**src/rtl/inst_fetch_cache.sv**
```systemverilog
// inst_fetch_cache
// Direct-mapped, one-word-per-line instruction buffer between the core fetch
// port and a slow handshaked instruction memory. A hit answers combinationally,
// so the core sees ROM-like timing. A miss raises stall_from_if while the line
// is refilled through a valid/ready request and a valid-only response.
//
// Ports:
//   clock, reset     - system clock; synchronous active-high reset
//   rom_chip_enable  - core fetch enable
//   rom_addr         - word-aligned fetch address
//   flush            - invalidate every entry at the next edge
//   rom_data         - fetched instruction (0 / NOP when not a hit)
//   stall_from_if    - fetch-miss stall request to the pipeline control
//   mem_req_valid    - memory read request valid
//   mem_req_addr     - memory read request address
//   mem_req_ready    - memory accepts the request
//   mem_resp_valid   - memory read data valid
//   mem_resp_data    - memory read data
module inst_fetch_cache #(
   parameter int LINE_COUNT = 4,
   parameter int ADDR_WIDTH = 32,
   parameter int DATA_WIDTH = 32
) (
   input  logic                  clock,
   input  logic                  reset,
   input  logic                  rom_chip_enable,
   input  logic [ADDR_WIDTH-1:0] rom_addr,
   input  logic                  flush,
   output logic [DATA_WIDTH-1:0] rom_data,
   output logic                  stall_from_if,
   output logic                  mem_req_valid,
   output logic [ADDR_WIDTH-1:0] mem_req_addr,
   input  logic                  mem_req_ready,
   input  logic                  mem_resp_valid,
   input  logic [DATA_WIDTH-1:0] mem_resp_data
);

   localparam int IDX_W = $clog2(LINE_COUNT);

   typedef enum logic [1:0] {
      IDLE,
      REQ,
      WAIT
   } state_t;

   state_t                  state;
   state_t                  next_state;
   logic [LINE_COUNT-1:0]   valid_q;
   logic [ADDR_WIDTH-1:0]   tag_q  [LINE_COUNT];
   logic [DATA_WIDTH-1:0]   data_q [LINE_COUNT];
   logic [ADDR_WIDTH-1:0]   req_addr;
   logic [IDX_W-1:0]        fetch_idx;
   logic [IDX_W-1:0]        fill_idx;
   logic                    line_hit;
   logic                    hit;
   logic                    miss;
   logic                    fill;

   // Lookup path. The whole address is kept as the tag, so a hit is a plain
   // equality compare. Outputs are forced quiet while reset is held so the
   // core never sees a stall or a stale instruction during reset.
   always_comb begin
      fetch_idx     = rom_addr[IDX_W+1:2];
      fill_idx      = req_addr[IDX_W+1:2];
      line_hit      = valid_q[fetch_idx] && (tag_q[fetch_idx] == rom_addr);
      hit           = !reset && rom_chip_enable && line_hit;
      miss          = !reset && rom_chip_enable && !line_hit;
      rom_data      = hit ? data_q[fetch_idx] : '0;
      stall_from_if = miss;
      mem_req_addr  = req_addr;
   end

   // Refill sequencer next-state logic. A started transaction always runs to
   // completion even if the core moves on, so REQ and WAIT ignore the fetch
   // inputs entirely; a response outside WAIT is ignored.
   always_comb begin
      next_state    = state;
      fill          = 1'b0;
      mem_req_valid = 1'b0;
      case (state)
         IDLE: begin
            if (miss) begin
               next_state = REQ;
            end
         end
         REQ: begin
            mem_req_valid = !reset;
            if (mem_req_ready) begin
               next_state = WAIT;
            end
         end
         WAIT: begin
            if (mem_resp_valid) begin
               fill       = 1'b1;
               next_state = IDLE;
            end
         end
         default: begin
            next_state = IDLE;
         end
      endcase
   end

   // State, request address and valid bits. Flush clears every valid bit and
   // takes priority over a fill landing on the same edge, so that fill ends
   // up invalid while the sequencer still returns to IDLE.
   always_ff @(posedge clock) begin
      if (reset) begin
         state    <= IDLE;
         req_addr <= '0;
         valid_q  <= '0;
      end else begin
         state <= next_state;
         if (state == IDLE && miss) begin
            req_addr <= rom_addr;
         end
         if (flush) begin
            valid_q <= '0;
         end else if (fill) begin
            valid_q[fill_idx] <= 1'b1;
         end
      end
   end

   // Tag and data storage. No reset is needed because every lookup is gated
   // by the valid bit; a fill overwrites whatever line lived at that index.
   always_ff @(posedge clock) begin
      if (!reset && fill) begin
         tag_q[fill_idx]  <= req_addr;
         data_q[fill_idx] <= mem_resp_data;
      end
   end

endmodule
```
**config.mk**
```make
export PLATFORM = sky130hd
export DESIGN_NAME = inst_fetch_cache
export DESIGN_NICKNAME = d
export VERILOG_FILES = /design/src/rtl/inst_fetch_cache.sv
export SDC_FILE = /design/constraint.sdc
export NUM_CORES = 1
export LEC_CHECK = 0
export BUFFER_PORTS_ARGS = -buffer_cell sky130_fd_sc_hd__buf_4
export CELL_PAD_IN_SITES_DETAIL_PLACEMENT = 0
export CELL_PAD_IN_SITES_GLOBAL_PLACEMENT = 1
export CORE_MARGIN = 8
export CORE_UTILIZATION = 49
export CTS_CLUSTER_DIAMETER = 30
export DETAILED_ROUTE_END_ITERATION = 12
export PLACE_DENSITY_LB_ADDON = 0.1
export SYNTH_ARGS = -nofsm -noshare
export SYNTH_HDL_FRONTEND = slang
export SYNTH_SLANG_ARGS = --single-unit
```
**constraint.sdc**
```tcl
create_clock -name clock -period 11.4 [get_ports clock]
set_clock_uncertainty 0.2 [all_clocks]
set_input_delay 1.71 -clock clock [delete_from_list [all_inputs] [get_ports clock]]
set_output_delay 1.71 -clock clock [all_outputs]
set_load 0.01 [all_outputs]
```
# After elaboration in Yosys (flattened, before gate mapping)
# Memory sizes are Yosys's and may differ from the RTL's.
# Cells that the tools add are included.
[totals]
ramBits = 256
latch_bits = 0
romBits = 0
wordCells = 41
input_bits = 70
memories = 2
ff_bits = 38
[op_classes]
n_shift = 0
n_lt_le_gt_ge = 3
n_mul = 0
reduce_logical = 12
n_eq_ne = 6
n_mux = 14
n_div = 0
bitwise = 1
n_addsub = 0
[mem_list]
columns = ["memory", "words", "word_bits", "read_ports", "rd_clocked_by_memory_dff", "wr", "line_no", "text"]
rows = [
  ["data_q", 4, 32, 1, 0, 1, "50", "logic [DATA_WIDTH-1:0] data_q [LINE_COUNT];"],
  ["tag_q", 4, 32, 1, 0, 1, "49", "logic [ADDR_WIDTH-1:0] tag_q [LINE_COUNT];"],
]
[op_table]
columns = ["op", "n"]
rows = [
  ["$eq 32x32->1", 1],
  ["$mux 32", 1],
  ["$logic_and 1x1->1", 7],
  ["$mux 1", 7],
  ["$lt 2x3->1 const B", 2],
  ["$mux 2", 3],
  ["$ne 2x2->1 const B", 3],
  ["$pmux 2 s3", 1],
  ["$or 4x4->4", 1],
  ["$reduce_and 3->1", 1],
  ["$bmux 1 s2", 1],
  ["$demux 1 s2", 1],
  ["$eq 2x1->1 const B", 1],
  ["$eq 2x2->1 const B", 1],
  ["$ge 2x1->1 const B", 1],
  ["$logic_not 1->1", 2],
  ["$logic_not 2->1", 1],
  ["$reduce_or 2->1", 1],
]

# Depth between registers and ports, before layout
[logic_depth]
depth_word = 7
ltp_mapped = 11
mapped_depth_nobuf = 7

# Least setup slack after synthesis
# Ideal clock, no wire load.
[synth_path]
path_type = "input to register"
from = "in reset"
to = "mem data_q[3][0], enable pin"
n_path_buf = 2
path_stages = 3
slack_ps = 2363
t_arrival_ps = 8193
setup_time_ps = 644
required_time_ps = 10556
path_cell_list = "clkbuf_1 > clkbuf_1 > nor4_1"
[synth_via]
elab_chain_cells = 4
[synth_rtl]
columns = ["item", "line_no", "text"]
rows = [
  ["from (decl)", "25", "input logic reset,"],
  ["$logic_not 1->1", "128", "if (!reset && fill) begin"],
  ["$logic_and 1x1->1", "128", ""],
  ["$mux 1", "128", ""],
  ["$mux 1 (implied by the code)", "130", "data_q[fill_idx] <= mem_resp_data;"],
  ["to (decl)", "50", ""],
]
# Every way passes these cells.

# Worst setup path in the final report
[layout_path]
from = "in rom_addr[2]"
to = "out rom_data[31]"
[layout_via]
elab_chain_cells = 5
[layout_rtl]
columns = ["item", "line_no", "text"]
rows = [
  ["from (decl)", "27", "input logic [ADDR_WIDTH-1:0] rom_addr,"],
  ["$mem_v2 4x32 / $bmux 1 s2 (equally long branches)", "n/a", ""],
  ["$eq 32x32->1 / $mux 1 (equally long branches)", "65", "line_hit = valid_q[fetch_idx] && (tag_q[fetch_idx] == rom_addr);"],
  ["$logic_and 1x1->1", "65", ""],
  ["$logic_and 1x1->1", "66", "hit = !reset && rom_chip_enable && line_hit;"],
  ["$mux 32 (*)", "68", "rom_data = hit ? data_q[fetch_idx] : '0;"],
  ["to (decl)", "29", "output logic [DATA_WIDTH-1:0] rom_data,"],
]
# Mark *: on every way between the ends. The rest lies on a longest branch, timed or not. The select of a mux whose other input is x is not followed.

==> metrics.md <==
| Metric | Value |
|---|---|
| Power share of the combinational group | roughly 3.7% |
| Worst hold path class | register to register |
| Drt drc | 0 |
| Final setup fails | 0 |
| Antenna viol nets, final | 0 |
| Synthesis-to-finish area growth | 29.4% |
| Avg Cell Area, Syn | 18.2 um2 |
| Synth warn | 0 |
| Post-synthesis async set-or-reset flop share | 0% |
| Worst Path Required | 9.49 ns |
| Cell taking the most area after synthesis | edfxtp_1 |
| Outcome | completed |
| Simple-Gate Fraction of Synth Area | 5.70% |
| Synth Area in XOR/XNOR | 2.06% |
| Initial Utilization | 49.4% |
| Worst skew pair latency | 0.55 ns |
| Design Power | 3050 uW |
| Internal | 2450 uW |
| Largest net degree at the start of global routing | 54 |
| ANT cells | 0 |
| Placed cell count | 1,061 |
| Synth top area share | 66.9% |
| Area share of fa/ha/maj cells after synthesis | 0% |
| Total grt overflow | 0 |
| DR vias/cell | roughly 5.5 |
| Clk buf depth | 3 |
| Layout cells sized above 1 | 40.0% |
| Non-Filler Instances | 1,160 |
| Mux contribution to synthesized area | 12.6% |
| Static leakage | 0.00511 uW |
| WL final | 25,500 um |
| Max Slew Vio Count | 0 |
| Critical-path maximum fanout | 47 |
| # H-tree levels | 2 |
| Number of DRC markers in iteration 0 | 407 |
| Register area share after synthesis | 73.5% |
| Post-CTS Hold Buffers | 0 |
| Least-Margin Pin Slew | a little over 1 ns |
| Top cells by area in the synthesized netlist | edfxtp_1 67%, mux4_2 11%, dfxtp_1 6.6%, nor2b_2 2.3%, mux2i_1 1.8% |
| Worst-path cell chain | buf_4 > buf_4 > mux4_2 > xor2_1 > nor4_1 > and4_1 > nand4_2 > or2_4 > nor2b_1 > buf_4 |
| Post-synth EDFFs | 256 |
| Pre-CTS setup slack | 2.99 ns |
| Clk pwr share | 57.4% |
| Switching pwr | 605 uW |
| Antenna violations before repair | 0 |
| Complex-gate fraction of the synthesized area | 4.26% |
| Via count | approximately 6,400 |
| Die height | 169 um |
| Port Buffers | 135 |
| Multi-input logic area | 2860 um2 |
| CTS buffer count | 53 |
| Commonest cells in the netlist | 256 x edfxtp_1, 54 x mux4_2, 38 x dfxtp_1 |
| Final worst slack | 3.15 ns |
| FF+latch count, synth | 294 |
| Top-level I/O count | ~140 |
| GPL Wtd Cong | 0.769 |
| Worst stage delay on the critical path | 0.78 ns |
| Number of fill cells in the layout | 1,697 |
| Fin. Hold Viols | 0 |
| Max transition margin | a little under a third |
| Register area | 8450 um2 |
| Vias in the first global route | 7,038 |
| CP max-delay cell | nand4_2 |
| Part of the power in registers | 38.9% |
| CTS resizes | 0 |
| Post-Syn Area | 11,500 um2 |
| Synth Net Count | 700 |
| Die X | 169 um |
| Top-count cell post-synth | edfxtp_1 |
| Net Sw Frac | 19.8% |
| Core area | 23,300 um2 |
| Fmax achieved | about 120 MHz |
| CTS sink count | 294 |
| CTS tree | built |
| Setup tns final | 0 ns |
| Avg WL per Cell | 22.0 um |
| Gate Count Post-Synth | 630 |
| Synth cell types | 41 |
| Combinational family with the most area after synthesis | multiplexers |
| RSZ-0062 raised after global routing | false |
| Setup bufs post-CTS | 0 |
| CP Launch Type | primary input |
| WS Path Type | primary input to primary output |
| Pre-antenna DRT Iters | 5 |
| Root Driver | clkbuf_16 |
| VDD IR max | 0.120 mV |
| Pwr/cell area | slightly above 200 nW/um2 |
| Cell row count | between 50 and 60 |
| Clock Pin Slew Worst Setup and Hold Paths | 0.05 ns |
| Fin crit period | slightly above 8 ns |
| Hold WS | 0.323 ns |
| GRT Util Overall | between 10% and 20% |
| Critical Path AT | around 6.3 ns |
| Worst path most repeated cell | buf_4 |
| First-pass GRT wire length | 39,600 um |
| CP endpoint kind | primary output |
| Max-Cap Viols | 0 |
| Detailed placement HPWL | 15,200 um |
| Die area | approximately 29,000 um2 |
| Crit share post-route | slightly above 70% |
| Post-layout net count | 867 |
| Top FF cell, synth | edfxtp_1 |
## layer usage
metal / share of wire (%) / GRT usage (%) / wire length, um / vias to the layer above
met5: 0 / 0 / 0 / -
met4: 1.7 / 5.54 / 445 / 0
met3: 7.0 / 4.91 / 1780 / 43
met2: 50 / 31.0 / 12800 / 228
met1: 41 / 21.5 / 10500 / 3219
li1: - / - / - / 2881
## power groups by stage
stage	Combinational [uW]	Sequential [uW]	Clock (uW)
finish	112	1190	1750
global route	122	1190	1830
CTS	115	1190	1780
detailed placement	114	1210	0
global placement	113	1210	0
floorplan	58.5	1210	0
## worst paths after layout
| check | start | end | slack, ns | cells after the start |
|---|---|---|---|---|
| max | rom_addr[2] | rom_data[31] | 3.15 | 10 |
| min | mem_req_addr[23]$_SDFFE_PP0P_ | tag_q[3][23]$_DFFE_PP_ | 0.32 | 0 |
| max reg2reg | tag_q[3][11]$_DFFE_PP_ | mem_req_addr[5]$_SDFFE_PP0P_ | 7.82 | 7 |
| min reg2reg | mem_req_addr[23]$_SDFFE_PP0P_ | tag_q[3][23]$_DFFE_PP_ | 0.32 | 0 |
## state kept, by name (all words and copies together) (netlist names)
signal / cells
mem_req_addr: 32
data_q: 128
valid_q: 4
tag_q: 128
state: 2
## per-stage QoR
step	area, um2	utilization, %
3_5_place_dp	12800	55.2
3_3_place_gp	12800	55.2
5_1_grt	14900	64.0
2_1_floorplan	11500	-
4_1_cts	14900	64.0
6_report	14900	64.0
## worst max-delay path, delay by kind of cell
family                    cells  cell delay (ns)
xor gates and xnor gates      1             0.15
buffers and inverters         3             1.20
muxes                         1             0.60
and+or+nand+nor               5             2.61
## final cells by class
cell class	count	share of cell area, %
clock buffer	56	9.13
sequential	294	56.8
tap	319	2.68
clock inverter	43	4.52
multi-input combinational	292	19.2
inverter	8	0.202
timing repair buffer	148	7.47
## cell usage in the layout (no fill, tap or decap), drive strengths merged, types with 2 or more instances in the layout
| cell | n |
|---|---|
| edfxtp | 256 |
| buf | 148 |
| clkbuf | 56 |
| mux4 | 54 |
| dfxtp | 38 |
| a21oi | 36 |
| o21ai | 36 |
| nand3 | 35 |
| nor2b | 32 |
| mux2i | 21 |
| xor2 | 19 |
| inv | 18 |
| bufinv | 15 |
| clkinv | 14 |
| nor3 | 9 |
| nor4 | 9 |
| xnor2 | 8 |
| a31oi | 5 |
| clkinvlp | 4 |
| nor2 | 3 |
| and4 | 3 |
| o22ai | 3 |
| nand4 | 3 |
| mux2 | 2 |
| o221ai | 2 |
## logic make-up after synthesis
group	count (synthesis)
xor gates and xnor gates	27
AOI/OAI and AO/OA	89
buffers and inverters	44
muxes	77
DFF	294
and+or+nand+nor	99
(Power assumes the default switching activity.)
